## config.mk

```make
export PLATFORM = sky130hd
export DESIGN_NAME = ysyx_22040210_mem_arbiter
export DESIGN_NICKNAME = d
export VERILOG_FILES = /design/src/rtl/ysyx_22040210_mem_arbiter.sv
export SDC_FILE = /design/constraint.sdc
export NUM_CORES = 1
export LEC_CHECK = 0
export CAP_MARGIN = 10
export CORE_AREA = 2 2 234 236
export DETAILED_ROUTE_END_ITERATION = 6
export DIE_AREA = 0 0 236 238
export PLACE_DENSITY = 0.5
export SETUP_SLACK_MARGIN = 0.5
export SLEW_MARGIN = 0
export SYNTH_ARGS = -nofsm -noshare
export SYNTH_HDL_FRONTEND = slang
export SYNTH_SLANG_ARGS = --single-unit
```

## constraint.sdc

```tcl
create_clock -name clk -period 2 [get_ports clk]
set_clock_uncertainty 0.1 [all_clocks]
set_input_delay 0.3 -clock clk [delete_from_list [all_inputs] [get_ports clk]]
set_output_delay 0.3 -clock clk [all_outputs]
set_load 0.03 [all_outputs]
```

## src/rtl/ysyx_22040210_mem_arbiter.sv

```systemverilog
// rtl/ysyx_22040210_mem_arbiter.sv - IFU/LSU round-robin arbiter for the single-port data memory
module ysyx_22040210_mem_arbiter #(
    parameter int ADDR_W      = 64,
    parameter int DATA_W      = 64,
    parameter int MASK_W      = 8,
    parameter int TIMEOUT_CYC = 15
) (
    input  logic              clk,
    input  logic              rst,
    input  logic              ifu_req_i,
    input  logic [ADDR_W-1:0] ifu_addr_i,
    output logic              ifu_gnt_o,
    output logic              ifu_rvalid_o,
    output logic [DATA_W-1:0] ifu_rdata_o,
    output logic              ifu_err_o,
    input  logic              lsu_req_i,
    input  logic              lsu_we_i,
    input  logic [ADDR_W-1:0] lsu_addr_i,
    input  logic [DATA_W-1:0] lsu_wdata_i,
    input  logic [MASK_W-1:0] lsu_wmask_i,
    output logic              lsu_gnt_o,
    output logic              lsu_rvalid_o,
    output logic [DATA_W-1:0] lsu_rdata_o,
    output logic              lsu_err_o,
    output logic              mem_ce_o,
    output logic              mem_ren_o,
    output logic              mem_wen_o,
    output logic [MASK_W-1:0] mem_we_o,
    output logic [ADDR_W-1:0] mem_raddr_o,
    output logic [ADDR_W-1:0] mem_waddr_o,
    output logic [DATA_W-1:0] mem_wdata_o,
    input  logic [DATA_W-1:0] mem_rdata_i,
    input  logic              mem_rdatavalid_i,
    input  logic              mem_wdatavalid_i
);

    typedef enum logic [1:0] {IDLE, WAIT_IFU, WAIT_LSU_RD, WAIT_LSU_WR} state_t;

    localparam logic [7:0] TO_LAST = 8'(TIMEOUT_CYC - 1);

    state_t            state_q, state_d;
    logic              last_lsu_q, last_lsu_d;
    logic [7:0]        cnt_q, cnt_d;
    logic              ifu_rv_q, ifu_rv_d, lsu_rv_q, lsu_rv_d;
    logic              ifu_err_q, ifu_err_d, lsu_err_q, lsu_err_d;
    logic [DATA_W-1:0] ifu_rdata_q, ifu_rdata_d, lsu_rdata_q, lsu_rdata_d;

    logic              ifu_gnt, lsu_gnt, ren, wen, done, pick_lsu;
    logic [MASK_W-1:0] we;
    logic [ADDR_W-1:0] raddr, waddr;
    logic [DATA_W-1:0] wdata;

    always_ff @(posedge clk) begin
        if (rst) begin
            state_q     <= IDLE;
            last_lsu_q  <= 1'b0;
            cnt_q       <= '0;
            ifu_rv_q    <= 1'b0;
            lsu_rv_q    <= 1'b0;
            ifu_err_q   <= 1'b0;
            lsu_err_q   <= 1'b0;
            ifu_rdata_q <= '0;
            lsu_rdata_q <= '0;
        end else begin
            state_q     <= state_d;
            last_lsu_q  <= last_lsu_d;
            cnt_q       <= cnt_d;
            ifu_rv_q    <= ifu_rv_d;
            lsu_rv_q    <= lsu_rv_d;
            ifu_err_q   <= ifu_err_d;
            lsu_err_q   <= lsu_err_d;
            ifu_rdata_q <= ifu_rdata_d;
            lsu_rdata_q <= lsu_rdata_d;
        end
    end

    // On a tie the requester that did not own the previous grant wins.
    assign pick_lsu = lsu_req_i && (!ifu_req_i || !last_lsu_q);

    always_comb begin
        state_d     = state_q;
        last_lsu_d  = last_lsu_q;
        cnt_d       = cnt_q;
        ifu_rv_d    = 1'b0;
        lsu_rv_d    = 1'b0;
        ifu_err_d   = 1'b0;
        lsu_err_d   = 1'b0;
        ifu_rdata_d = ifu_rdata_q;
        lsu_rdata_d = lsu_rdata_q;
        ifu_gnt     = 1'b0;
        lsu_gnt     = 1'b0;
        ren         = 1'b0;
        wen         = 1'b0;
        we          = '0;
        raddr       = '0;
        waddr       = '0;
        wdata       = '0;
        done        = 1'b0;
        case (state_q)
            IDLE: begin
                cnt_d = '0;
                // The cycle carrying a response pulse is not a grant slot.
                if (!ifu_rv_q && !lsu_rv_q && (ifu_req_i || lsu_req_i)) begin
                    last_lsu_d = pick_lsu;
                    if (pick_lsu) begin
                        lsu_gnt = 1'b1;
                        if (lsu_we_i) begin
                            wen     = 1'b1;
                            waddr   = lsu_addr_i;
                            wdata   = lsu_wdata_i;
                            we      = lsu_wmask_i;
                            state_d = WAIT_LSU_WR;
                        end else begin
                            ren     = 1'b1;
                            raddr   = lsu_addr_i;
                            state_d = WAIT_LSU_RD;
                        end
                    end else begin
                        ifu_gnt = 1'b1;
                        ren     = 1'b1;
                        raddr   = ifu_addr_i;
                        state_d = WAIT_IFU;
                    end
                end
            end
            default: begin
                done = (state_q == WAIT_LSU_WR) ? mem_wdatavalid_i : mem_rdatavalid_i;
                if (done || cnt_q == TO_LAST) begin
                    state_d = IDLE;
                    cnt_d   = '0;
                    if (state_q == WAIT_IFU) begin
                        ifu_rv_d    = 1'b1;
                        ifu_err_d   = !done;
                        ifu_rdata_d = done ? mem_rdata_i : '0;
                    end else begin
                        lsu_rv_d    = 1'b1;
                        lsu_err_d   = !done;
                        lsu_rdata_d = (done && state_q == WAIT_LSU_RD) ? mem_rdata_i : '0;
                    end
                end else begin
                    cnt_d = cnt_q + 8'd1;
                end
            end
        endcase
    end

    // Every output is forced low while reset is held.
    assign mem_ce_o     = !rst;
    assign ifu_gnt_o    = ifu_gnt && !rst;
    assign lsu_gnt_o    = lsu_gnt && !rst;
    assign mem_ren_o    = ren && !rst;
    assign mem_wen_o    = wen && !rst;
    assign mem_we_o     = rst ? '0 : we;
    assign mem_raddr_o  = rst ? '0 : raddr;
    assign mem_waddr_o  = rst ? '0 : waddr;
    assign mem_wdata_o  = rst ? '0 : wdata;
    assign ifu_rvalid_o = ifu_rv_q && !rst;
    assign lsu_rvalid_o = lsu_rv_q && !rst;
    assign ifu_err_o    = ifu_err_q && !rst;
    assign lsu_err_o    = lsu_err_q && !rst;
    assign ifu_rdata_o  = rst ? '0 : ifu_rdata_q;
    assign lsu_rdata_o  = rst ? '0 : lsu_rdata_q;

endmodule

```

==> impl_metrics.toml <==
[logic_synthesis]
synthesis.instances = 879
synthDistinctLibCells = 41
mapped_cell_area_mm2 = 0.00719
netlist_top_cells_area = "dfxtp_1, a22o_1, and3_1"
yosysWarningCount = 0
synth_top_area_frac = 0.398
register_bit_total_from_synthesis = 143
post-synth-top-area-cell = "dfxtp_1"
synth_sequential_area_ratio = 0.398
synth_edf_count = 0
synth_nets = 1152
yosys.cell_count.top_type = "dfxtp_1"
async_sr_flop_fraction = 0
synthFlopType = "dfxtp_1"
avgSynthCellArea_um2 = 8.18
synth_common_cells = "dfxtp_1, and3_1, nand2_1"

[critical_path]
endpoint_kind = "primary output"
crit_path_frequent_cell = "buf_12"
timing.critical_path.fanout_max = 5
worst_path_largest_cell_delay_ns = 0.50
cell_chain_of_the_critical_path = "clkdlybuf4s50_1 -> or2_4 -> nand4_4 -> nor2_4 -> buf_12 -> buf_12 -> buf_16 -> buf_8 -> a22o_4 -> buf_6"
critical_path.slowest_cell = "clkdlybuf4s50_1"
cp.required_ns = 1.60
crit_arrival_ns = 2.22
start_kind = "input port"
critical_path_start_end_classification = "in2out"

[finish]
post_route_cells_drive_above_1_share = 0.588
finish.utilization = 0.352
area.growth.synth_to_final_pct = 162
final_nets = 1865

[routing]
detail_route.drc_violations = 0
vias = 9667
drt-total-wl_mm = 57.9
post_route_ant_nets = 0
wl_per_cell_um = 25.1
drt-vias-per-instance = 4.19
drt_iter0_markers = 382
drtPass1Iterations = 4

[floorplan]
core_region_area_mm2 = 0.0535
die_height_um = 238
start_util = 0.134
design.die.area_mm2 = 0.0562
die_x_um = 236
std_cell_rows = 85
io_pins = 608

[timing]
relSlewSlack = 0.686
report.final.setup_viol = 204
layout_setup_ws_ns = -0.616
number_of_max_slew_violations_in_the_final_report = 0
final_period_minus_worst_setup_slack_ns = 2.62
unrepaired_setup_endpoints_after_global_routing = "yes"
tightestPinTransition_ns = 0.470
hold_viol = 0
fmax_ghz = 0.382
final_cycle_share = 1.31

[clock_network]
clock_tree.buffer_depth = 2
htree_levels = 4
clk_latency_ns = 0.44
cts_tree = "done"
clock-sinks = 143
clkSlewWorstSetupHoldPaths_ns = 0.07
cts_inserted_buffers = 17
cts_root_buf = "clkbuf_16"

[global_route]
gr-total-overflow = 0
first_global_vias = 9657
grt_first_pass_wirelength_mm = 73.9
pin_count_of_the_biggest_net_entering_global_routing = 105
globalRouteTotalUtil = 0.185
grt_antenna_before_repair = 14

[job]
max_cap_viol_count = 0

[status]
status = "finished, violations left"
violated_checks = "negative setup slack"

[pwr]
fin_total_pwr_w = 0.00973
ir_drop_v = 0.000478
power_per_cell_area_mw_per_mm2 = 517
total_leakage_power_nw = 8.66

[place]
routabilityCongestion = 0.914
io_buffer_count = 607
dp.final_hpwl_mm = 44.0

[hold_path]
hold_class = "in2reg"
[cells in the final DEF (no fill, tap or decap), drive strengths merged]
cell and instances:
a21bo 1, a21boi 1, a21oi 4, a22o 128, and2 3, and3 137
buf 493, bufinv 1, clkbuf 38, clkdlybuf4s50 268, clkinv 6, clkinvlp 2
dfxtp 143, diode 4, ha 2, inv 72, mux2 1, mux2i 2
nand2 135, nand2b 1, nand3 3, nand4 4, nand4b 1, nor2 11
nor2b 68, nor3 2, nor3b 2, nor4 2, o2111ai 1, o21ai 65
o21bai 1, or2 1, xnor2 1, xor2 5
[worst paths after layout]
kind,startpoint,to,slack [ns],cells after the start
setup / recovery,ifu_req_i,mem_raddr_o[24],-0.62,10
hold / removal,rst,state_q[1]$_SDFFE_PP0P_,0.19,4
setup reg to reg,state_q[0]$_SDFFE_PP0P_,lsu_rdata_q[14]$_SDFFE_PP0P_,0.29,6
hold reg to reg,cnt_q[0]$_SDFF_PP0_,cnt_q[0]$_SDFF_PP0_,0.38,1
[where the power goes]
| part | total [W] | internal (W) | switching [W] |
|---|---|---|---|
| Clock | 0.00321 | 0.00176 | 0.00145 |
| Sequential | 0.00302 | 0.00297 | 0.0000533 |
| Combinational | 0.00350 | 0.00181 | 0.00169 |
| Total | 0.00973 | 0.00655 | 0.00319 |
[per-stage QoR]
step                      cells  area, um2  hold WS, ns  TNS [ns]  setup slack, ns
after CTS                  2254      16800        0.240   -129.45           -0.699
final                      2305      18800        0.189   -107.93           -0.616
after floorplan             879       8070        0.309         0            0.138
after detailed placement   2201      15200        0.368   -125.79           -0.820
after global placement     2201      15200        0.357   -134.29           -0.875
after global routing       2302      18800        0.204   -127.81           -0.703
[critical path, delay by kind of cell]
family | cells | cell delay (ns)
AO/OA/AOI/OAI | 1 | 0.23
buffers and inverters | 6 | 1.15
AND/OR/NAND/NOR | 3 | 0.53
[sequential cells by signal, summed over array words and instances (netlist names)]
| signal | cells |
|---|---|
| lsu_err_q | 1 |
| last_lsu_q | 1 |
| ifu_err_q | 1 |
| cnt_q | 8 |
| ifu_rdata_q | 64 |
| ifu_rv_q | 1 |
| lsu_rdata_q | 64 |
| lsu_rv_q | 1 |
| state_q | 2 |
[metal layers]
metal,track usage,up-vias,routed length (um),share of wire
met2,0.339,409,30000,0.52
met3,0.0662,106,4580,0.079
met1,0.183,4653,20000,0.35
met5,0,-,127,0.0022
li1,-,4479,-,-
met4,0.100,20,3120,0.054
[kinds of logic (layout without fill, tap and decap cells)]
group	count (synthesis)	count (layout)	synth area share
flops	143	143	0.398
fa+ha+maj	2	2	0.00348
buf+inv	154	880	0.0988
xor+xnor	6	6	0.00730
compound gates	201	201	0.209
other cells	0	4	0
mux	3	3	0.00609
simple gates	370	370	0.278
[layout make-up]
type | instances | area [um2]
inverters | 67 | 274
clock buffers | 18 | 429
well taps | 696 | 871
multi-input cells | 582 | 5230
repair buffers | 781 | 8970
diodes | 4 | 10.0
flip-flops and latches | 143 | 2880
fillers | 5415 | 34700
clock inverters | 14 | 151
[repair_timing]
item                       4_1_cts  5_1_grt
setup buffers                   14       23
pin swaps                       25       55
hold buffers                     0        0
gates cloned                     7       24
setup endpoints to repair      469      476
resized for setup              160      488
Note: power is estimated with default switching activity, not from simulation.
==> variant, RTL diff (same settings) <==
Take the reset off `ifu_rdata_q` and `lsu_rdata_q` and load them in a clocked block of their own.
--- a/src/rtl/ysyx_22040210_mem_arbiter.sv
+++ b/src/rtl/ysyx_22040210_mem_arbiter.sv
@@ -59,8 +59,6 @@
             lsu_rv_q    <= 1'b0;
             ifu_err_q   <= 1'b0;
             lsu_err_q   <= 1'b0;
-            ifu_rdata_q <= '0;
-            lsu_rdata_q <= '0;
         end else begin
             state_q     <= state_d;
             last_lsu_q  <= last_lsu_d;
@@ -69,9 +67,12 @@
             lsu_rv_q    <= lsu_rv_d;
             ifu_err_q   <= ifu_err_d;
             lsu_err_q   <= lsu_err_d;
-            ifu_rdata_q <= ifu_rdata_d;
-            lsu_rdata_q <= lsu_rdata_d;
         end
+    end
+
+    always_ff @(posedge clk) begin
+        ifu_rdata_q <= ifu_rdata_d;
+        lsu_rdata_q <= lsu_rdata_d;
     end
 
     // On a tie the requester that did not own the previous grant wins.
Check against the original RTL: not settled (the Yosys comparison gave no result); the edit may change what the design does.
==> variant against the unedited design <==
Cell count down 8.3%; synthesized area up 13%; the flow still finishes with violations (setup timing); setup slack worse by 0.31 ns; final area up 4.9%; wire length down 8.3%; power up 7.8%; sequential cell count unchanged; largest cell class unchanged.
==> variant: results (changes against the unedited design) <==
wl_met1_um: 21200  # was 20000 um
grtUsageMet1_pct: 20.4  # was 18.3%
finalSetupTns_ns: -172.78  # was -107.93 ns
stdcell_area_um2: 19700  # was 18800 um^2
num_antenna_cells: 5  # was 4
p_leak_nw: 8.01  # was 8.66 nW
use_met3_pct: 6.14  # was 6.62%
dpl_worst_slack_ns: -0.659  # was -0.820 ns
status: "finished, violations left"  # unchanged
dpl.hpwl_um: 38900  # was 44000 um
cts_resized: 118  # was 160
synth_commonest_cells: "136 x and3_1, 132 x nor2b_1, 129 x and2_1, 128 x edfxtp_1, 61 x a32o_1"  # was 143 x dfxtp_1, 137 x and3_1, 134 x nand2_1, 128 x a22o_1, 68 x nor2b_1
multi_input_gates: 515  # was 582
arrival_ns: 2.52  # was 2.22 ns
antenna_found_initial: 15  # was 14
drive_above_1_share_pct: 55.8  # was 58.8%
net-switching-power_w: 0.00314  # was 0.00319 W
placed_cells: 2020  # was 2201
synth.top_cells.by_area: "edfxtp_1 47%, and3_1 11%, nor2b_1 10%"  # was dfxtp_1 40%, a22o_1 16%, and3_1 12%
fillers: 5177  # was 5415
grt_max_degree: 67  # was 105
fin_ws_ns: -0.923  # was -0.616 ns
nNetsFinal: 1673  # was 1865
setup_violations: 204  # unchanged
violations: "setup timing"  # unchanged
post_cts_buffers: 9  # was 14
grt_pass1_vias: 8827  # was 9657
crit_fanout: 7  # was 5
placed_area_um2: 16900  # was 15200 um^2
gr-usage-met2_pct: 30.0  # was 33.9%
nNonClkBuffers: 720  # was 781
syn_nets: 1017  # was 1152
grt_usage_pct: 17.2  # was 18.5%
variant: cell types whose count changed in the layout (fill, tap and decap cells not counted), sizes merged, moves of 64 or more:
cell    delta
nand2    -130
edfxtp   +128
a22o     -128
and2     +126
nor2b     +64
dfxtp    -128
a32o      +64
inv       -69
variant: cell families (layout without fill, tap and decap cells):
kind of cell / count (synthesis) / in the layout / synth area share (%)
multiplexers: 2 / 2 / 0.263
adder cells (fa/ha/maj): 2 / 2 / 0.309
AO/OA/AOI/OAI: 83 / 83 / 9.69
flip-flops: 143 / 143 / 51.2
buffers and inverters: 86 / 755 / 5.21
AND/OR/NAND/NOR: 425 / 425 / 33.0
XOR/XNOR: 3 / 3 / 0.325
other: 0 / 5 / 0
variant: final timing paths:
kind	end	depth (start not counted)	slack, ns	startpoint
worst min-delay path	cnt_q[0]$_SDFF_PP0_	3	0.24	rst
worst min register to register	cnt_q[1]$_SDFF_PP0_	2	0.43	cnt_q[1]$_SDFF_PP0_
worst max register to register	lsu_rdata_q[25]$_SDFFCE_PN0P_	5	0.01	cnt_q[4]$_SDFF_PP0_
worst max-delay path	mem_wdata_o[14]	7	-0.92	state_q[0]$_SDFFE_PP0P_
variant: power groups by stage:
stage / Combinational (W) / Clock, W / Sequential, W
global placement: 0.00319 / 0 / 0.00350
CTS: 0.00344 / 0.00331 / 0.00344
finish: 0.00384 / 0.00321 / 0.00344
floorplan: 0.00147 / 0 / 0.00350
global route: 0.00401 / 0.00342 / 0.00345
detailed placement: 0.00319 / 0 / 0.00350
variant: worst register-to-register path: cells and delay by family (launching register included):
kind / cells / cell delay (ns)
AND/OR/NAND/NOR: 2 / 0.67
buffers and inverters: 2 / 0.40
flip-flops: 1 / 0.32
AO/OA/AOI/OAI: 1 / 0.23
